<file path="config.mk">
export PLATFORM = sky130hd
export DESIGN_NAME = multicycle_ctrl_flat
export DESIGN_NICKNAME = d
export VERILOG_FILES = /design/src/rtl/rv_ctrl_pkg.sv /design/src/rtl/multicycle_ctrl_if.sv /design/src/rtl/alu_decoder.sv /design/src/rtl/multicycle_ctrl.sv /design/src/flat_wrapper.sv
export SDC_FILE = /design/constraint.sdc
export NUM_CORES = 1
export LEC_CHECK = 0
export CAP_MARGIN = 10
export CORE_ASPECT_RATIO = 0.9
export CORE_MARGIN = 2
export CORE_UTILIZATION = 42
export CTS_BUF_LIST = sky130_fd_sc_hd__clkbuf_4 sky130_fd_sc_hd__clkbuf_8 sky130_fd_sc_hd__clkbuf_16
export CTS_CLUSTER_DIAMETER = 80
export CTS_CLUSTER_SIZE = 10
export DETAILED_ROUTE_END_ITERATION = 8
export PLACE_DENSITY = 0.73
export REMOVE_ABC_BUFFERS = 1
export SLEW_MARGIN = 5
export SYNTH_ARGS = -nofsm -noshare
export SYNTH_HDL_FRONTEND = slang
export SYNTH_SLANG_ARGS = --single-unit
</file>
<file path="constraint.sdc">
create_clock -name clk -period 2.7 [get_ports clk]
set_input_delay 0.405 -clock clk [delete_from_list [all_inputs] [get_ports clk]]
set_output_delay 0.405 -clock clk [all_outputs]
set_load 0.05 [all_outputs]
</file>
<file path="src/rtl/rv_ctrl_pkg.sv">
// Shared encodings for the multicycle RV32I controller: FSM states, opcodes,
// ALU op classes and the datapath mux select codes.
package rv_ctrl_pkg;

    typedef enum logic [3:0] {
        S_FETCH    = 4'd0,
        S_DECODE   = 4'd1,
        S_MEMADR   = 4'd2,
        S_MEMREAD  = 4'd3,
        S_MEMWB    = 4'd4,
        S_MEMWRITE = 4'd5,
        S_EXECUTER = 4'd6,
        S_EXECUTEI = 4'd7,
        S_ALUWB    = 4'd8,
        S_BEQ      = 4'd9,
        S_JAL      = 4'd10,
        S_TRAP     = 4'd11
    } state_t;

    localparam logic [6:0] OP_LW  = 7'b0000011;
    localparam logic [6:0] OP_SW  = 7'b0100011;
    localparam logic [6:0] OP_R   = 7'b0110011;
    localparam logic [6:0] OP_I   = 7'b0010011;
    localparam logic [6:0] OP_BEQ = 7'b1100011;
    localparam logic [6:0] OP_JAL = 7'b1101111;

    localparam logic [1:0] ALUOP_ADD   = 2'b00;
    localparam logic [1:0] ALUOP_SUB   = 2'b01;
    localparam logic [1:0] ALUOP_FUNCT = 2'b10;

    localparam logic [2:0] ALU_ADD = 3'b000;
    localparam logic [2:0] ALU_SUB = 3'b001;
    localparam logic [2:0] ALU_AND = 3'b010;
    localparam logic [2:0] ALU_OR  = 3'b011;
    localparam logic [2:0] ALU_SLT = 3'b101;

    localparam logic [1:0] RES_ALUOUT    = 2'b00;
    localparam logic [1:0] RES_DATA      = 2'b01;
    localparam logic [1:0] RES_ALURESULT = 2'b10;

    localparam logic [1:0] SRCA_PC    = 2'b00;
    localparam logic [1:0] SRCA_OLDPC = 2'b01;
    localparam logic [1:0] SRCA_RS1   = 2'b10;

    localparam logic [1:0] SRCB_RS2  = 2'b00;
    localparam logic [1:0] SRCB_IMM  = 2'b01;
    localparam logic [1:0] SRCB_FOUR = 2'b10;

    localparam logic [1:0] IMM_I = 2'b00;
    localparam logic [1:0] IMM_S = 2'b01;
    localparam logic [1:0] IMM_B = 2'b10;
    localparam logic [1:0] IMM_J = 2'b11;

    function automatic logic [1:0] imm_type(input logic [6:0] op);
        case (op)
            OP_SW:   return IMM_S;
            OP_BEQ:  return IMM_B;
            OP_JAL:  return IMM_J;
            default: return IMM_I;
        endcase
    endfunction

endpackage

</file>
<file path="src/rtl/multicycle_ctrl_if.sv">
// Control/status bundle between the multicycle controller (master) and the
// datapath (slave): instruction fields and flags in, selects and strobes out.
interface multicycle_ctrl_if #(
    parameter int CNT_W = 32
);
    logic [6:0]       op;
    logic [2:0]       funct3;
    logic             funct7b5;
    logic             zero;
    logic             mem_ready;

    logic             pcwrite;
    logic             adrsrc;
    logic             memwrite;
    logic             irwrite;
    logic [1:0]       resultsrc;
    logic [1:0]       alusrca;
    logic [1:0]       alusrcb;
    logic [1:0]       immsrc;
    logic             regwrite;
    logic [2:0]       alucontrol;
    logic             mem_req;
    logic [CNT_W-1:0] instret;

    modport master (
        input  op, funct3, funct7b5, zero, mem_ready,
        output pcwrite, adrsrc, memwrite, irwrite, resultsrc, alusrca, alusrcb,
               immsrc, regwrite, alucontrol, mem_req, instret
    );

    modport slave (
        output op, funct3, funct7b5, zero, mem_ready,
        input  pcwrite, adrsrc, memwrite, irwrite, resultsrc, alusrca, alusrcb,
               immsrc, regwrite, alucontrol, mem_req, instret
    );
endinterface

</file>
<file path="src/rtl/alu_decoder.sv">
// ALU decoder: maps the FSM's ALU op class plus funct3/funct7b5/op[5]
// onto the ALU operation code.
module alu_decoder
    import rv_ctrl_pkg::*;
(
    input  logic [1:0] i_aluop,
    input  logic [2:0] i_funct3,
    input  logic       i_funct7b5,
    input  logic       i_op5,
    output logic [2:0] o_alucontrol
);

    always_comb begin
        o_alucontrol = ALU_ADD;
        case (i_aluop)
            ALUOP_ADD: o_alucontrol = ALU_ADD;
            ALUOP_SUB: o_alucontrol = ALU_SUB;
            ALUOP_FUNCT: begin
                case (i_funct3)
                    // op[5] separates R-type sub from I-type addi with imm[10] set
                    3'b000:  o_alucontrol = (i_op5 && i_funct7b5) ? ALU_SUB : ALU_ADD;
                    3'b010:  o_alucontrol = ALU_SLT;
                    3'b110:  o_alucontrol = ALU_OR;
                    3'b111:  o_alucontrol = ALU_AND;
                    default: o_alucontrol = ALU_ADD;
                endcase
            end
            default: o_alucontrol = ALU_ADD;
        endcase
    end

endmodule

</file>
<file path="src/rtl/multicycle_ctrl.sv">
// Moore controller sequencing a shared-memory multicycle RV32I datapath.
// Define MULTICYCLE_CTRL_TRAP_EN to trap unknown opcodes (adds illegal_instr).
module multicycle_ctrl
    import rv_ctrl_pkg::*;
#(
    parameter int CNT_W = 32
) (
    input  logic clk,
    input  logic reset_n,
`ifdef MULTICYCLE_CTRL_TRAP_EN
    output logic illegal_instr,
`endif
    multicycle_ctrl_if.master ctrl_bus
);

    state_t           r_state;
    state_t           w_next_state;
    logic [CNT_W-1:0] r_instret;

    logic       w_pcupdate;
    logic       w_branch;
    logic       w_adrsrc;
    logic       w_irwrite;
    logic       w_memwrite;
    logic       w_regwrite;
    logic       w_mem_req;
    logic       w_retire;
    logic [1:0] w_resultsrc;
    logic [1:0] w_alusrca;
    logic [1:0] w_alusrcb;
    logic [1:0] w_aluop;
    logic [2:0] w_alucontrol;
`ifdef MULTICYCLE_CTRL_TRAP_EN
    logic       w_illegal;
`endif

    always_ff @(posedge clk or negedge reset_n) begin
        if (!reset_n) begin
            r_state   <= S_FETCH;
            r_instret <= '0;
        end else begin
            r_state <= w_next_state;
            if (w_retire) begin
                r_instret <= r_instret + CNT_W'(1);
            end
        end
    end

    always_comb begin
        w_next_state = r_state;
        w_pcupdate   = 1'b0;
        w_branch     = 1'b0;
        w_adrsrc     = 1'b0;
        w_irwrite    = 1'b0;
        w_memwrite   = 1'b0;
        w_regwrite   = 1'b0;
        w_mem_req    = 1'b0;
        w_retire     = 1'b0;
        w_resultsrc  = RES_ALUOUT;
        w_alusrca    = SRCA_PC;
        w_alusrcb    = SRCB_RS2;
        w_aluop      = ALUOP_ADD;
`ifdef MULTICYCLE_CTRL_TRAP_EN
        w_illegal    = 1'b0;
`endif
        case (r_state)
            S_FETCH: begin
                w_alusrcb   = SRCB_FOUR;
                w_resultsrc = RES_ALURESULT;
                w_mem_req   = 1'b1;
                w_irwrite   = ctrl_bus.mem_ready;
                w_pcupdate  = ctrl_bus.mem_ready;
                if (ctrl_bus.mem_ready) w_next_state = S_DECODE;
            end
            S_DECODE: begin
                // precompute the branch target into ALUOut
                w_alusrca = SRCA_OLDPC;
                w_alusrcb = SRCB_IMM;
                case (ctrl_bus.op)
                    OP_LW, OP_SW: w_next_state = S_MEMADR;
                    OP_R:         w_next_state = S_EXECUTER;
                    OP_I:         w_next_state = S_EXECUTEI;
                    OP_BEQ:       w_next_state = S_BEQ;
                    OP_JAL:       w_next_state = S_JAL;
`ifdef MULTICYCLE_CTRL_TRAP_EN
                    default:      w_next_state = S_TRAP;
`else
                    default:      w_next_state = S_FETCH;
`endif
                endcase
            end
            S_MEMADR: begin
                w_alusrca    = SRCA_RS1;
                w_alusrcb    = SRCB_IMM;
                w_next_state = (ctrl_bus.op == OP_LW) ? S_MEMREAD : S_MEMWRITE;
            end
            S_MEMREAD: begin
                w_adrsrc  = 1'b1;
                w_mem_req = 1'b1;
                if (ctrl_bus.mem_ready) w_next_state = S_MEMWB;
            end
            S_MEMWB: begin
                w_resultsrc  = RES_DATA;
                w_regwrite   = 1'b1;
                w_retire     = 1'b1;
                w_next_state = S_FETCH;
            end
            S_MEMWRITE: begin
                w_adrsrc   = 1'b1;
                w_mem_req  = 1'b1;
                w_memwrite = 1'b1;
                w_retire   = ctrl_bus.mem_ready;
                if (ctrl_bus.mem_ready) w_next_state = S_FETCH;
            end
            S_EXECUTER: begin
                w_alusrca    = SRCA_RS1;
                w_aluop      = ALUOP_FUNCT;
                w_next_state = S_ALUWB;
            end
            S_EXECUTEI: begin
                w_alusrca    = SRCA_RS1;
                w_alusrcb    = SRCB_IMM;
                w_aluop      = ALUOP_FUNCT;
                w_next_state = S_ALUWB;
            end
            S_ALUWB: begin
                w_regwrite   = 1'b1;
                w_retire     = 1'b1;
                w_next_state = S_FETCH;
            end
            S_BEQ: begin
                w_alusrca    = SRCA_RS1;
                w_aluop      = ALUOP_SUB;
                w_branch     = 1'b1;
                w_retire     = 1'b1;
                w_next_state = S_FETCH;
            end
            S_JAL: begin
                // PC+4 (OldPC+4) goes to rd via ALUWB while ALUOut redirects PC
                w_alusrca    = SRCA_OLDPC;
                w_alusrcb    = SRCB_FOUR;
                w_pcupdate   = 1'b1;
                w_next_state = S_ALUWB;
            end
`ifdef MULTICYCLE_CTRL_TRAP_EN
            S_TRAP: begin
                w_illegal    = 1'b1;
                w_next_state = S_TRAP;
            end
`endif
            default: w_next_state = S_FETCH;
        endcase
    end

    alu_decoder u_alu_decoder (
        .i_aluop      (w_aluop),
        .i_funct3     (ctrl_bus.funct3),
        .i_funct7b5   (ctrl_bus.funct7b5),
        .i_op5        (ctrl_bus.op[5]),
        .o_alucontrol (w_alucontrol)
    );

    // strobes are gated by reset_n so an aborting reset never glitches a write
    assign ctrl_bus.pcwrite    = reset_n & (w_pcupdate | (w_branch & ctrl_bus.zero));
    assign ctrl_bus.irwrite    = reset_n & w_irwrite;
    assign ctrl_bus.regwrite   = reset_n & w_regwrite;
    assign ctrl_bus.memwrite   = reset_n & w_memwrite;
    assign ctrl_bus.adrsrc     = w_adrsrc;
    assign ctrl_bus.resultsrc  = w_resultsrc;
    assign ctrl_bus.alusrca    = w_alusrca;
    assign ctrl_bus.alusrcb    = w_alusrcb;
    assign ctrl_bus.immsrc     = imm_type(ctrl_bus.op);
    assign ctrl_bus.alucontrol = w_alucontrol;
    assign ctrl_bus.mem_req    = w_mem_req;
    assign ctrl_bus.instret    = r_instret;
`ifdef MULTICYCLE_CTRL_TRAP_EN
    assign illegal_instr       = w_illegal;
`endif

endmodule

</file>
<file path="src/flat_wrapper.sv">
// flat-port wrapper written by rule: the top's interface ports become plain ports
module multicycle_ctrl_flat import rv_ctrl_pkg::*;
#(
    parameter int CNT_W = 32
)
  (clk, reset_n, ctrl_bus_op, ctrl_bus_funct3, ctrl_bus_funct7b5, ctrl_bus_zero, ctrl_bus_mem_ready, ctrl_bus_pcwrite, ctrl_bus_adrsrc, ctrl_bus_memwrite, ctrl_bus_irwrite, ctrl_bus_resultsrc, ctrl_bus_alusrca, ctrl_bus_alusrcb, ctrl_bus_immsrc, ctrl_bus_regwrite, ctrl_bus_alucontrol, ctrl_bus_mem_req, ctrl_bus_instret);
  multicycle_ctrl_if #(.CNT_W(CNT_W)) ctrl_bus_i ();
  input  logic clk;
  input  logic reset_n;
  input wire logic [$bits(ctrl_bus_i.op)-1:0] ctrl_bus_op;
  input wire logic [$bits(ctrl_bus_i.funct3)-1:0] ctrl_bus_funct3;
  input wire logic [$bits(ctrl_bus_i.funct7b5)-1:0] ctrl_bus_funct7b5;
  input wire logic [$bits(ctrl_bus_i.zero)-1:0] ctrl_bus_zero;
  input wire logic [$bits(ctrl_bus_i.mem_ready)-1:0] ctrl_bus_mem_ready;
  output wire logic [$bits(ctrl_bus_i.pcwrite)-1:0] ctrl_bus_pcwrite;
  output wire logic [$bits(ctrl_bus_i.adrsrc)-1:0] ctrl_bus_adrsrc;
  output wire logic [$bits(ctrl_bus_i.memwrite)-1:0] ctrl_bus_memwrite;
  output wire logic [$bits(ctrl_bus_i.irwrite)-1:0] ctrl_bus_irwrite;
  output wire logic [$bits(ctrl_bus_i.resultsrc)-1:0] ctrl_bus_resultsrc;
  output wire logic [$bits(ctrl_bus_i.alusrca)-1:0] ctrl_bus_alusrca;
  output wire logic [$bits(ctrl_bus_i.alusrcb)-1:0] ctrl_bus_alusrcb;
  output wire logic [$bits(ctrl_bus_i.immsrc)-1:0] ctrl_bus_immsrc;
  output wire logic [$bits(ctrl_bus_i.regwrite)-1:0] ctrl_bus_regwrite;
  output wire logic [$bits(ctrl_bus_i.alucontrol)-1:0] ctrl_bus_alucontrol;
  output wire logic [$bits(ctrl_bus_i.mem_req)-1:0] ctrl_bus_mem_req;
  output wire logic [$bits(ctrl_bus_i.instret)-1:0] ctrl_bus_instret;
  assign ctrl_bus_i.op = ctrl_bus_op;
  assign ctrl_bus_i.funct3 = ctrl_bus_funct3;
  assign ctrl_bus_i.funct7b5 = ctrl_bus_funct7b5;
  assign ctrl_bus_i.zero = ctrl_bus_zero;
  assign ctrl_bus_i.mem_ready = ctrl_bus_mem_ready;
  assign ctrl_bus_pcwrite = ctrl_bus_i.pcwrite;
  assign ctrl_bus_adrsrc = ctrl_bus_i.adrsrc;
  assign ctrl_bus_memwrite = ctrl_bus_i.memwrite;
  assign ctrl_bus_irwrite = ctrl_bus_i.irwrite;
  assign ctrl_bus_resultsrc = ctrl_bus_i.resultsrc;
  assign ctrl_bus_alusrca = ctrl_bus_i.alusrca;
  assign ctrl_bus_alusrcb = ctrl_bus_i.alusrcb;
  assign ctrl_bus_immsrc = ctrl_bus_i.immsrc;
  assign ctrl_bus_regwrite = ctrl_bus_i.regwrite;
  assign ctrl_bus_alucontrol = ctrl_bus_i.alucontrol;
  assign ctrl_bus_mem_req = ctrl_bus_i.mem_req;
  assign ctrl_bus_instret = ctrl_bus_i.instret;
  multicycle_ctrl #(.CNT_W(CNT_W)) u_core (.clk(clk), .reset_n(reset_n), .ctrl_bus(ctrl_bus_i));
endmodule
</file>
==> results of run 1 <==
[worst reg2reg max path, stage by stage, from the launching register on]
cell	delay (ns)
dfrtp_1	0.59
and2b_2	0.27
a21oi_4	0.10
nor4_4	0.25
buf_4	0.22
nand4_1	0.13
xnor2_1	0.17
[where the power goes]
group | total, W | leakage, nW | internal (W) | switching [W]
sequential | 0.000593 | 0.498 | 0.000558 | 0.0000353
clock | 0.000373 | 0.0479 | 0.000180 | 0.000194
combinational | 0.000305 | 0.716 | 0.000117 | 0.000188
total | 0.00127 | 1.26 | 0.000855 | 0.000417
[Yosys cell counts (4+ instances only)]
master,n
xor2_1,8
nor2b_1,4
and2_1,5
and4_1,4
nand4_1,13
and3_1,6
dfrtp_1,36
inv_1,5
o21ai_0,6
nor2_1,15
nand3_1,18
xnor2_1,27
nand2_1,19
a21oi_1,6
[sequential cells by signal (all words and copies together), names as in the netlist]
register                 cells
u_core.ctrl_bus.instret     32
u_core.r_state               4
[cell type report]
class                   count  area (µm²)
inverters                   5        18.8
multi-input cells         168        1150
repair buffers             68         721
clock inverters             3        18.8
fillers                   407        1870
clock buffers               5        68.8
well taps                  65        81.3
flip-flops and latches     36         901
[layer usage]
metal,vias up,part of all wire [%]
met3,2,7.0
li1,905,-
met2,68,48
met4,0,0.66
met1,875,44
met5,-,0
[cells by family after synthesis]
family | Yosys count
DFF | 36
adders and majority gates | 3
and+or+nand+nor | 105
muxes | 2
xor gates and xnor gates | 35
AOI/OAI and AO/OA | 23
buffers and inverters | 13
[how the worst min path moves through the flow]
stage / startpoint / endpoint
finish: reset_n / u_core.ctrl_bus.instret[12]$_DFFE_PN0P_
global route: reset_n / u_core.ctrl_bus.instret[12]$_DFFE_PN0P_
CTS: reset_n / u_core.ctrl_bus.instret[12]$_DFFE_PN0P_
detailed placement: reset_n / u_core.ctrl_bus.instret[12]$_DFFE_PN0P_
global placement: reset_n / u_core.r_state[3]$_DFFE_PN0P_
floorplan: reset_n / u_core.ctrl_bus.instret[0]$_DFFE_PN0P_
[per-stage QoR]
step / total power, W / instance area, µm² / worst slack, ns / utilization [%]
6_report: 0.00127 / 2960 / 0.164 / 61.3
2_1_floorplan: 0.000777 / 2060 / -0.489 / -
5_1_grt: 0.00134 / 2960 / 0.0387 / 61.3
3_3_place_gp: 0.000905 / 2870 / 0.374 / 59.3
3_5_place_dp: 0.000907 / 2870 / 0.343 / 59.3
4_1_cts: 0.00128 / 2950 / 0.00268 / 61.1
[what timing repair did]
item / CTS / global route
resized for setup: 0 / 2
endpoints found under the setup margin: 0 / 1
hold buffers: 0 / 0
==> flow_metrics.tcl, run 1 <==
set metrics [dict create \
    synth_top_area_share_pct 42.6 \
    initial_core_util_pct 43.7 \
    grt_max_degree 26 \
    yosys_register_bits 36 \
    status "finished, final reports clean" \
    use_met1_pct 24.1 \
    cp.buffers_inverters 2 \
    crit_end "ctrl_bus_resultsrc[0]" \
    placed_cells 342 \
    synthAdderAreaFrac_pct 1.78 \
    p_per_area_mw_per_mm2 429 \
    synth-simple-area-share_pct 29.5 \
    synthMuxAreaShare_pct 1.01 \
    numCtsBuffers 5 \
    netlist_area_mm2 0.00211 \
    crit_fanout 14 \
    synthArstFlopShare_pct 100 \
    numClockSinks 36 \
    hp-class "in -> async" \
    syn_to_final_growth_pct 40.1 \
    clk_pin_slew_worst_paths_ns 0.08 \
    routed_via_density 5.29 \
    grt_pass1_wl_mm 7.92 \
    period_share_pct 93.9 \
    synth_xor_area_share_pct 14.5 \
    die-area_mm2 0.00562 \
    rrSetupSlack_ns 0.87 \
    die_h_um 71.3 \
    post_drt_wl_per_cell_um 13.4 \
    die_w_um 78.8 \
    syn_inst 217 \
    use_met3_pct 4.41 \
    synthTopCellsByArea "dfrtp_1 43%, xnor2_1 11%, nand3_1 4.3%, nand4_1 3.8%, nand2_1 3.4%" \
    final_common_cell "clkdlybuf4s50_1" \
    antenna_found_initial 0 \
    drtIter0Drc 100 \
    yosys_warnings 0 \
    cts_tree "built" \
    routed_wl_mm 4.69 \
    slowest_delay_ns 0.84 \
    h-tree-depth 2 \
    crit_required_ns 2.30 \
    synth_seq_area_share_pct 42.6 \
    reg2reg_to "u_core.ctrl_bus.instret[31]$_DFFE_PN0P_" \
    postCtsSetupBuffers 0 \
    post-dp-hpwl_mm 3.54 \
    worst_pin_slew_ns 0.550 \
    timing.hold.ws_ns 0.100 \
    grt.busiest_layer "met2" \
    cap_violations 0 \
    final_cell_count_no_fill 350 \
    slowest_stage "clkdlybuf4s50_1" \
    fmax_mhz 394 \
    grt_use_total_pct 17.8 \
    crit_path_start "u_core.r_state[3]$_DFFE_PN0P_" \
    ys.flop_type "dfrtp_1" \
    drcViolationCount 0 \
    crit_cells 4 \
    r2r_cells 6 \
    setup_tns_ns 0 \
    clockRootBuffer "clkbuf_8" \
    ir_drop_v 0.000243 \
    num_vias 1850 \
    dr.pass1.iters 4 \
    crit_path_end_kind "output port" \
    finalSetupViolCount 0 \
    worst_ep_arrival_time_ns 2.13 \
    skew_ns 0.0107 \
    synth-edff-count 0 \
    critical_path_class "reg -> out" \
    insertion_delay_ns 0.28 \
    core_mm2 0.00483 \
    first_global_vias 1674 \
    grt_use_met2_pct 28.6 \
    p_leak_nw 1.26 \
    fp-row-count 24 \
    nets 302 \
    place.gp.congestion 0.835 \
    path_delay_family "buffers and inverters" \
    final_layout_size_suffix_gt1_share_pct 13.3 \
    final_hold_viol_count 0 \
    layout_common_cells "50 x clkdlybuf4s50_1, 36 x dfrtp_1, 27 x xnor2_1, 19 x nand2_1, 18 x nand3_1" \
    synth-compound-area-share_pct 7.34 \
    max_slew_margin_pct 63.3 \
    synth_cell_types 45 \
    synth_area_per_cell_um2 9.74 \
    crit_chain "inv_1 -> nand2_1 -> nor3_1 -> clkdlybuf4s50_1" \
    rsz0062_at_grt "no" \
    diodes 0 \
    synth_top_family_by_area "simple AND/OR/NAND/NOR gates" \
    worstReg2RegStart "u_core.r_state[2]$_DFFE_PN0P_" \
    period_minus_slack_ns 2.54 \
    clk_path_buf_depth 2 \
    slew_violations 0 \
    final_antenna_net_count 0 \
    portBuffers 63 \
    synth_top_area_cell "dfrtp_1" \
    startpoint_type "register" \
    gr-total-overflow 0 \
    io_pins 64 \
]
No activity file was read; power rests on OpenSTA's default activity.
==> inputs of run 2 (changes only) <==
Settings changed: CORE_UTILIZATION 42 to 30, PLACE_DENSITY 0.73 to not set.
==> run 2 against run 1 <==
Sequential power about the same. Core utilization is 17 points lower. Critical endpoint is now ctrl_bus_alucontrol[2]. Largest cell class unchanged. Clock power is 24% higher. Maximum frequency shrank 0.36%. Final cell count increased by 8.9%. Wire length is 7.4% higher.
==> flow_metrics.tcl, run 2 (synthesis gave the netlist of run 1 again) <==
set metrics [dict create \
    h-tree-depth 2 \
    hp-class "in -> async" \
    fmax_mhz 393 \
    cts_tree "built" \
    final_cell_count_no_fill 381 \
    final.setup.worst_slack_ns 0.155 \
    p_per_area_mw_per_mm2 445 \
    power.share.clock_pct 33.9 \
    sw_frac_of_total_pct 30.4 \
    placed_cells 372 \
    slew_violations 0 \
    period_minus_slack_ns 2.55 \
    worst_pin_slew_ns 0.551 \
    io_pins 64 \
    portBuffers 63 \
    largest_reg_flops 32 \
    final_common_cell "clkdlybuf4s50_1" \
    die_w_um 92.5 \
    skew_ns 0.00425 \
    clockRootBuffer "clkbuf_8" \
    startpoint_type "register" \
    final_hold_viol_count 0 \
    die_h_um 83.6 \
    rsz0062_at_grt "no" \
    dp_slack_ns 0.332 \
    clk_pin_slew_worst_paths_ns 0.07 \
    p_sw_w 0.000414 \
    fp-row-count 29 \
    period_share_pct 94.3 \
    routed_wl_mm 5.04 \
    max_slew_margin_pct 63.2 \
    grt_use_total_pct 13.3 \
    die-area_mm2 0.00774 \
    core_mm2 0.00693 \
    drcViolationCount 0 \
    share_comb_of_total_power_pct 22.7 \
    clk_path_buf_depth 2 \
    routed_via_density 4.85 \
    ir_drop_v 0.000230 \
    worst_ep_arrival_time_ns 2.14 \
    layout_common_cells "49 x clkdlybuf4s50_1, 35 x dfrtp_1, 27 x xnor2_1, 19 x nand2_1, 18 x nand3_1" \
    crit_fanout 15 \
    nets 305 \
    grt_max_degree 24 \
    post-dp-hpwl_mm 3.86 \
    first_global_vias 1763 \
    post_drt_wl_per_cell_um 13.2 \
    p_int_w 0.000946 \
    antenna_found_initial 0 \
    num_vias 1848 \
    timing.hold.ws_ns 0.470 \
    crit_required_ns 2.30 \
    final_antenna_net_count 0 \
    cap_violations 0 \
    numClockSinks 36 \
    fill_cells 666 \
    dr.pass1.iters 4 \
    seqPwrFrac_pct 43.4 \
    gr-total-overflow 0 \
    place.gp.congestion 0.851 \
    p_leak_nw 1.30 \
    critical_path_class "reg -> out" \
    initial_core_util_pct 30.5 \
    syn_to_final_growth_pct 44.4 \
    final_layout_size_suffix_gt1_share_pct 13.5 \
    finalSetupViolCount 0 \
    drtIter0Drc 68 \
    insertion_delay_ns 0.28 \
    numCtsBuffers 5 \
    crit_path_end_kind "output port" \
    status "finished, final reports clean" \
    diodes 0 \
    grt_pass1_wl_mm 8.31 \
]
==> run 2: changes by cell type in the layout (fill, tap and decap cells not counted), sizes merged <==
cell	previous run	this run
clkinv	3	1
dlymetal6s2s	0	2
buf	18	19
bufinv	0	1
clkdlybuf4s50	50	49
clkinvlp	0	1
dlygate4sd3	0	1
==> run 2: area by class of cell <==
| cell class | instances | area (µm²) | area share (%) |
|---|---|---|---|
| flip-flops and latches | 36 | 902 | 29.5 |
| clock inverters | 3 | 42.5 | 1.39 |
| clock buffers | 5 | 68.8 | 2.25 |
| multi-input cells | 168 | 1150 | 37.7 |
| repair buffers | 71 | 753 | 24.7 |
| well taps | 93 | 116 | 3.81 |
| inverters | 5 | 18.8 | 0.615 |
==> run 2: metal layers <==
metal	track usage [%]	routed length [µm]
met1	17.3	2370
met2	21.0	2270
met3	4.88	368
met4	3.26	26
met5	0	0
==> run 2: what timing repair did <==
action,in CTS,in global routing
buffers inserted,0,0
setup endpoints to repair,0,4
hold buffers,1,0
endpoints found under the hold margin,1,0
resized for setup,0,4
==> run 2: critical path, cell delays in order (launching register included) <==
cell and delay (ns):
dfrtp_1 0.54, and2b_1 0.34, nand2_1 0.12, ha_1 0.35
nor4_2 0.32, buf_12 0.18
==> run 2: worst paths after layout <==
path                                                          from                                      end  slack (ns)  cells after the start
max reg2reg                          u_core.r_state[2]$_DFFE_PN0P_  u_core.ctrl_bus.instret[18]$_DFFE_PN0P_        0.76                      6
max                                  u_core.r_state[2]$_DFFE_PN0P_                   ctrl_bus_alucontrol[2]        0.15                      5
min in group clk           u_core.ctrl_bus.instret[31]$_DFFE_PN0P_  u_core.ctrl_bus.instret[31]$_DFFE_PN0P_        0.48                      1
min reg2reg                u_core.ctrl_bus.instret[31]$_DFFE_PN0P_  u_core.ctrl_bus.instret[31]$_DFFE_PN0P_        0.48                      1
max in group asynchronous                                  reset_n  u_core.ctrl_bus.instret[26]$_DFFE_PN0P_        1.72                      3
min                                                        reset_n            u_core.r_state[0]$_DFFE_PN0P_        0.47                      2
==> run 2: power groups by stage <==
stage / clock (W) / sequential (W) / combinational [W]
final: 0.000461 / 0.000590 / 0.000308
after global routing: 0.000507 / 0.000596 / 0.000329
after CTS: 0.000475 / 0.000590 / 0.000311
after detailed placement: 0 / 0.000601 / 0.000308
after global placement: 0 / 0.000600 / 0.000306
after floorplan: 0 / 0.000659 / 0.000118
==> run 2: through the flow <==
step | power [W] | TNS [ns] | cell area (µm²) | util, %
after floorplan | 0.000777 | -0.489 | 2060 | -
final | 0.00136 | 0 | 3050 | 44.1
after global placement | 0.000906 | 0 | 2920 | 42.1
after global routing | 0.00143 | 0 | 3050 | 44.1
after detailed placement | 0.000909 | 0 | 2920 | 42.1
after CTS | 0.00138 | 0 | 3040 | 43.9
==> inputs of run 3 (changes only) <==
Settings changed: REMOVE_ABC_BUFFERS 1 to not set, SKIP_CTS_REPAIR_TIMING set to 1.
Clock period 2.7 ns to 2.8 ns, I/O delays scaled along.
==> run 3 against run 2 <==
Final area shrank 2.0%. Clock skew up 0.0067 ns. Register-to-register slack gained 0.22 ns.
==> flow_metrics.tcl, run 3 (synthesis gave the netlist of run 1 again) <==
set metrics [dict create \
    io_pins 64 \
    final.setup.worst_slack_ns 0.216 \
    portBuffers 63 \
    crit_required_ns 2.38 \
    skew_ns 0.0110 \
    clk_path_buf_depth 2 \
    crit_path_end_kind "output port" \
    crit_fanout 14 \
    status "finished, final reports clean" \
    grt_pass1_wl_mm 8.29 \
    h-tree-depth 2 \
    dr.pass1.iters 5 \
    period_minus_slack_ns 2.58 \
    syn_to_final_growth_pct 41.4 \
    post-dp-hpwl_mm 3.66 \
    p_leak_nw 1.26 \
    fin_util_pct 43.1 \
    clk_pin_slew_worst_paths_ns 0.07 \
    numCtsBuffers 5 \
    worst_pin_slew_ns 0.543 \
    finalSetupViolCount 0 \
    max_slew_margin_pct 63.8 \
    startpoint_type "register" \
    largest_reg_flops 32 \
    die_h_um 83.6 \
    die_w_um 92.5 \
    drcViolationCount 0 \
    final_hold_viol_count 0 \
    clockRootBuffer "clkbuf_8" \
    final_layout_size_suffix_gt1_share_pct 12.9 \
    place.gp.congestion 0.769 \
    p_per_area_mw_per_mm2 421 \
    nets 303 \
    period_share_pct 92.3 \
    final_antenna_net_count 0 \
    rsz0062_at_grt "no" \
    initial_core_util_pct 30.5 \
    crit_path_start "u_core.r_state[3]$_DFFE_PN0P_" \
    hp-class "in -> async" \
    grt_use_total_pct 13.2 \
    core_mm2 0.00693 \
    final_common_cell "clkdlybuf4s50_1" \
    diodes 0 \
    setup_tns_ns 0 \
    worst_ep_arrival_time_ns 2.16 \
    gr-total-overflow 0 \
    drtIter0Drc 19 \
    cap_violations 0 \
    fmax_mhz 387 \
    routed_wl_mm 4.91 \
    die-area_mm2 0.00774 \
    syn_nets 235 \
    cts_tree "built" \
    rrSetupSlack_ns 0.98 \
    first_global_vias 1728 \
    timing.hold.ws_ns 0.0700 \
    ir_drop_v 0.000237 \
    numClockSinks 36 \
    worstReg2RegStart "u_core.r_state[2]$_DFFE_PN0P_" \
    antenna_found_initial 0 \
    layout_common_cells "51 x clkdlybuf4s50_1, 36 x dfrtp_1, 27 x xnor2_1, 19 x nand2_1, 18 x nand3_1" \
    num_vias 1831 \
    critical_path_class "reg -> out" \
    slew_violations 0 \
    post_drt_wl_per_cell_um 13.0 \
    insertion_delay_ns 0.29 \
    routed_via_density 4.83 \
    dp_slack_ns 0.515 \
    fp-row-count 29 \
    grt_max_degree 22 \
]
==> run 3: layout make-up <==
cell class,instances,area (µm²)
fillers,669,3940
repair buffers,69,706
clock inverters,1,7.51
well taps,93,116
inverters,5,18.8
flip-flops and latches,36,901
multi-input cells,168,1150
clock buffers,7,90.1
==> run 3: worst paths after layout <==
| check | endpoint | cells after the start |
|---|---|---|
| min in group clk | u_core.ctrl_bus.instret[31]$_DFFE_PN0P_ | 1 |
| setup reg to reg | u_core.ctrl_bus.instret[31]$_DFFE_PN0P_ | 6 |
| max in group asynchronous | u_core.ctrl_bus.instret[27]$_DFFE_PN0P_ | 2 |
| hold / removal | u_core.r_state[0]$_DFFE_PN0P_ | 1 |
| hold reg to reg | u_core.ctrl_bus.instret[31]$_DFFE_PN0P_ | 1 |
| setup / recovery | ctrl_bus_alucontrol[2] | 6 |
==> run 3: per-layer routing <==
| metal | vias to the layer above | track usage, % | share of wire, % |
|---|---|---|---|
| li1 | 901 | - | - |
| met1 | 892 | 18.2 | 48 |
| met2 | 34 | 20.9 | 48 |
| met3 | 4 | 3.16 | 4.1 |
| met4 | 0 | 3.26 | 0.69 |
| met5 | - | 0 | 0 |
==> run 3: critical path, stage by stage (launching register included) <==
cell	delay (ns)
dfrtp_1	0.61
and2b_2	0.30
nand2_1	0.10
inv_1	0.06
ha_1	0.30
nor4_2	0.33
buf_12	0.18
==> run 3: power by group <==
| part | total [W] | switching, W | internal, W | leakage [nW] |
|---|---|---|---|---|
| Combinational | 0.000294 | 0.000183 | 0.000110 | 0.712 |
| Clock | 0.000397 | 0.000187 | 0.000210 | 0.0479 |
| Sequential | 0.000569 | 0.0000305 | 0.000538 | 0.498 |
==> run 3: per-stage QoR <==
stage | power [W] | instances | cell area, µm²
after floorplan | 0.000753 | 217 | 2120
after global placement | 0.000874 | 371 | 2890
after detailed placement | 0.000876 | 371 | 2890
after CTS | 0.00128 | 379 | 2990
after global routing | 0.00131 | 379 | 2990
final | 0.00126 | 379 | 2990
==> edit 1 (flow settings as in run 3) <==
Encoding of `state_t`: now Gray code (4 bits for 12 states).
--- a/src/rtl/rv_ctrl_pkg.sv
+++ b/src/rtl/rv_ctrl_pkg.sv
@@ -3,18 +3,18 @@
 package rv_ctrl_pkg;
 
     typedef enum logic [3:0] {
-        S_FETCH    = 4'd0,
-        S_DECODE   = 4'd1,
-        S_MEMADR   = 4'd2,
-        S_MEMREAD  = 4'd3,
-        S_MEMWB    = 4'd4,
-        S_MEMWRITE = 4'd5,
-        S_EXECUTER = 4'd6,
-        S_EXECUTEI = 4'd7,
-        S_ALUWB    = 4'd8,
-        S_BEQ      = 4'd9,
-        S_JAL      = 4'd10,
-        S_TRAP     = 4'd11
+        S_FETCH    = 4'b0000,
+        S_DECODE   = 4'b0001,
+        S_MEMADR   = 4'b0011,
+        S_MEMREAD  = 4'b0010,
+        S_MEMWB    = 4'b0110,
+        S_MEMWRITE = 4'b0111,
+        S_EXECUTER = 4'b0101,
+        S_EXECUTEI = 4'b0100,
+        S_ALUWB    = 4'b1100,
+        S_BEQ      = 4'b1101,
+        S_JAL      = 4'b1111,
+        S_TRAP     = 4'b1110
     } state_t;
 
     localparam logic [6:0] OP_LW  = 7'b0000011;
Behaviour: same outputs for any inputs over 10 cycles, from zero or initial values and one cycle with reset_n low; not proved beyond that.
==> edit 1 against run 3 <==
Clock skew fell by 0.0068 ns. Setup slack got worse by 0.040 ns. Sequential share of layout area decreased by 0.11 points. Register-to-register slack got worse by 0.23 ns. Worst hold slack better by 0.16 ns. Final area grew 0.38%. Wire length grew 0.75%. Sequential cell count is the same. Synthesized area increased by 2.8%. Highest routed layer unchanged.
Power is not compared: it rests on default switching activity, and its combinational part moved more than twofold at a synthesized area within 25%.
==> edit 1: results (changes against run 3) <==
| Metric | Value |
|---|---|
| Placed cell areas | `2900 µm² (+0.26%)` |
| Commonest cells in the netlist | `dfrtp_1, nand2_1, nor2_1, xnor2_1, inv_1` |
| WL final | `4950 µm (+0.75%)` |
| Overall routing resource usage | `13.0% (-0.19 points)` |
| Leakage | `0.00141 µW` |
| Area contributors post-synth | `dfrtp_1, xnor2_1, xor2_1, nand2_1, nor3_1` |
| Synthesized Nets | `253 (+7.7%)` |
| WP data arrival | `2.20 ns (+0.04 ns)` |
| Nets | `318 (+5.0%)` |
| Status | `completed` |
| Seq/Total Area, Yosys | `41.5% (-1.2 points)` |
| Final RePlAce weighted congestion | `0.786 (+2.1%)` |
| Worst-margin pin slew | `0.540 ns (-0.00304 ns)` |
| Met3 Use GR | `2.78% (-0.38 points)` |
| Layout fillers | `697 (+4.2%)` |
| Crit Reg-Reg Startpoint | `u_core.r_state[0]` |
| Largest net degree at the start of global routing | `37 (+68%)` |
| Max reg flops | `32 (unchanged)` |
| Vias per Instance | `4.73 (-2.0%)` |
| Critical Path Start | `u_core.r_state[2]` |
| Met2 Track Usage GR | `18.6% (-2.3 points)` |
| Grt met1 use | `19.4% (+1.3 points)` |
| Avg WL per Cell | `12.6 µm (-2.8%)` |
| Netlist cell types | `46 (+2.2%)` |
| Post-Place Cells | `386 (+4.0%)` |
| DP HPWL | `3820 µm (+4.5%)` |
| Synthesized area per cell | `9.25 µm² (-5.1%)` |
| Number of global-route vias before repair | `1731 (+0.17%)` |
| R2r setup slk | `0.75 ns (-0.23 ns)` |
| CP Max Fanout | `17 (+3)` |
| Pre-antenna DRT Iters | `4 (-1)` |
| Share of cells above drive strength 1 | `13.3% (+0.40 points)` |
| Setup Skew | `0.00418 ns (-0.00681 ns)` |
edit 1: changes by cell type in the layout (fill, tap and decap cells not counted), sizes merged, moves of 5 or more:
cell	run 3	this run
inv	5	18
nor3	4	16
xnor2	27	19
nand2	19	26
xor2	8	15
nand3	18	12
nor4	3	9
and3	6	1
edit 1: critical path: stages (launching register included):
cell	delay, ns
dfrtp_1	0.55
nor2_1	0.35
nand2_1	0.14
nand2_1	0.08
clkdlybuf4s50_1	0.80
edit 1: per-stage QoR:
stage	setup slack (ns)	total power [µW]	hold slack (ns)	util [%]
floorplan	0.0164	1390	0.124	-
global placement	0.421	1720	0.468	41.2
detailed placement	0.396	1720	0.474	41.2
CTS	0.117	2120	0.248	42.6
global route	0.00178	2210	0.280	42.6
finish	0.176	2090	0.230	42.6
edit 1: layout make-up:
cell class / instances / share of cell area (%)
Tap cell: 93 / 3.88
Multi-Input combinational cell: 172 / 38.8
Inverter: 18 / 2.25
Sequential cell: 36 / 30.0
Clock buffer: 7 / 3.21
Timing Repair Buffer: 67 / 21.8
edit 1: worst paths after layout:
check	endpoint
min in group clk	u_core.ctrl_bus.instret[31]
max in group asynchronous	u_core.ctrl_bus.instret[28]
worst max register to register	u_core.ctrl_bus.instret[20]
worst max-delay path	ctrl_bus_alusrcb[1]
worst min register to register	u_core.ctrl_bus.instret[31]
worst min-delay path	u_core.ctrl_bus.instret[5]
edit 1: where the power goes:
group	switching, µW	total [µW]	internal, µW
clock network	172	391	219
registers	101	661	560
logic	680	1040	360
edit 1: cell families after synthesis:
family,count (synthesis),synth area share (%)
muxes,2,1.04
xor gates and xnor gates,34,13.7
DFF,36,41.5
buffers and inverters,27,5.24
adders and majority gates,3,1.73
and+or+nand+nor,112,30.1
AOI/OAI and AO/OA,21,6.74
edit 1: per-layer routing:
metal / vias to the layer above / wire length (µm)
met1: 872 / 2490
met3: 6 / 231
met5: - / 0
met2: 43 / 2160
li1: 939 / -
met4: 0 / 62
==> edit 2 (config.mk and constraints of run 3) <==
Made on the original files. `CNT_W` is set to 32 in 3 places; all go to 28.
--- a/src/rtl/multicycle_ctrl_if.sv
+++ b/src/rtl/multicycle_ctrl_if.sv
@@ -1,7 +1,7 @@
 // Control/status bundle between the multicycle controller (master) and the
 // datapath (slave): instruction fields and flags in, selects and strobes out.
 interface multicycle_ctrl_if #(
-    parameter int CNT_W = 32
+    parameter int CNT_W = 28
 );
     logic [6:0]       op;
     logic [2:0]       funct3;
--- a/src/rtl/multicycle_ctrl.sv
+++ b/src/rtl/multicycle_ctrl.sv
@@ -3,7 +3,7 @@
 module multicycle_ctrl
     import rv_ctrl_pkg::*;
 #(
-    parameter int CNT_W = 32
+    parameter int CNT_W = 28
 ) (
     input  logic clk,
     input  logic reset_n,
--- a/src/flat_wrapper.sv
+++ b/src/flat_wrapper.sv
@@ -1,7 +1,7 @@
 // flat-port wrapper written by rule: the top's interface ports become plain ports
 module multicycle_ctrl_flat import rv_ctrl_pkg::*;
 #(
-    parameter int CNT_W = 32
+    parameter int CNT_W = 28
 )
   (clk, reset_n, ctrl_bus_op, ctrl_bus_funct3, ctrl_bus_funct7b5, ctrl_bus_zero, ctrl_bus_mem_ready, ctrl_bus_pcwrite, ctrl_bus_adrsrc, ctrl_bus_memwrite, ctrl_bus_irwrite, ctrl_bus_resultsrc, ctrl_bus_alusrca, ctrl_bus_alusrcb, ctrl_bus_immsrc, ctrl_bus_regwrite, ctrl_bus_alucontrol, ctrl_bus_mem_req, ctrl_bus_instret);
   multicycle_ctrl_if #(.CNT_W(CNT_W)) ctrl_bus_i ();
Ports: changed (resized ctrl_bus_instret); port bits go from 64 to 60. No check against the original RTL was run, so the function may have changed too.
==> edit 2 against run 3 <==
Sequential power fell by 10%. Setup slack got worse by 0.072 ns. Utilization rose by 1.8 points. Sequential cell count fell by 4. Wire length fell by 9.4%. Power fell by 9.7%. Final area fell by 8.5%. Largest power group unchanged. Clock skew fell by 0.0062 ns. Non-clock buffer count fell by 8. Synthesized area fell by 11%. Register-to-register slack got worse by 0.20 ns.
==> edit 2: results (changes against run 3) <==
| Metric | Value |
|---|---|
| Placement Setup Slack | `0.389 ns (-0.126 ns)` |
| Placed cell areas | `2630 µm² (-9.0%)` |
| Largest net degree at the start of global routing | `29 (+32%)` |
| Worst-margin pin slew | `0.549 ns (+0.00559 ns)` |
| Worst vdd ir | `430 µV (+82%)` |
| WP data arrival | `2.24 ns (+0.08 ns)` |
| RR Endpoint | `u_core.ctrl_bus.instret[18]` |
| Status | `completed` |
| CTS Root Cell | `clkbuf_8` |
| DR iter-0 viols | `88 (+69)` |
| Leakage | `0.00118 µW (-6.3%)` |
| Peak Freq | `0.377 GHz (-2.7%)` |
| Number of global-route vias before repair | `1508 (-13%)` |
| Pre-antenna DRT Iters | `4 (-1)` |
| Netlist cell types | `46 (+2.2%)` |
| Seq/Total Area, Yosys | `42.5% (-0.11 points)` |
| Overall routing resource usage | `13.6% (+0.45 points)` |
| CP Max Fanout | `17 (+3)` |
| Worst R2R Path Depth | `5 (-1)` |
| Avg WL per Cell | `13.4 µm (+3.4%)` |
| Ys async rst share | `100% (unchanged)` |
| Final RePlAce weighted congestion | `0.754 (-2.0%)` |
| Layout fillers | `592 (-12%)` |
| First-pass GRT wire length | `7400 µm (-11%)` |
| Slowest cell delay on critical path | `0.63 ns (+0.02 ns)` |
| Clock Latency Late Sink | `0.28 ns` |
| Critical Path Start | `u_core.r_state[0]` |
| Via count | `1619 (-12%)` |
| Commonest cells in the netlist | `dfrtp_1, xnor2_1, nand2_1, nor2_1, xor2_1` |
| Max reg flops | `28 (-13%)` |
| DP HPWL | `3350 µm (-8.3%)` |
| Area of the multi-input gates | `1040 µm² (-9.3%)` |
| Setup Skew | `0.00475 ns (-0.00624 ns)` |
| # port buffers | `59 (-6.3%)` |
| Nets | `277 (-8.6%)` |
| R2r setup slk | `0.78 ns (-0.20 ns)` |
| Area contributors post-synth | `dfrtp_1, xnor2_1, xor2_1, nand2_1, nand4_1` |
| Switching part of the total | `29.9% (-1.9 points)` |
==> edit 2: changes by cell type in the layout (fill, tap and decap cells not counted), moves of 4 or more <==
cell and change:
buf_4 -6, clkdlybuf4s50_1 -5, dfrtp_1 -6, nand2b_1 +5, nand3_1 -14, nand4_1 -4
nor3_1 +5, xnor2_1 -8
==> edit 2: power groups by stage <==
stage | sequential, µW | clock (µW) | combinational, µW
6_report | 511 | 377 | 249
5_1_grt | 516 | 415 | 264
4_1_cts | 511 | 390 | 251
3_5_place_dp | 519 | 0 | 250
3_3_place_gp | 520 | 0 | 247
2_1_floorplan | 561 | 0 | 100
==> edit 2: kinds of logic (layout without fill, tap and decap cells) <==
logic type	Yosys count	after routing	synth area share, %
AND/OR/NAND/NOR	97	97	31.0
flip-flops	32	32	42.5
XOR/XNOR	30	30	13.9
AO/OA/AOI/OAI	21	21	6.64
buffers and inverters	12	75	2.79
adder cells (fa/ha/maj)	3	3	1.99
multiplexers	2	2	1.13
==> edit 2: through the flow <==
stage | total power (µW) | hold WS, ns | cells
detailed placement | 770 | 0.465 | 324
CTS | 1150 | 0.395 | 332
global placement | 767 | 0.472 | 324
floorplan | 662 | 0.124 | 197
global route | 1190 | 0.410 | 332
finish | 1140 | 0.392 | 332
==> edit 2: cell type report <==
cell class,count,area share [%]
multi-input cells,153,38.2
flip-flops and latches,32,29.4
repair buffers,61,24.8
clock buffers,8,3.57
well taps,72,3.29
inverters,6,0.823
==> edit 2: layer usage <==
layer | GRT usage (%) | vias up | part of all wire, %
met2 | 19.8 | 34 | 44
met1 | 19.4 | 765 | 50
met3 | 2.91 | 7 | 4.0
met5 | 0 | - | 0
met4 | 6.00 | 0 | 1.8
li1 | - | 813 | -
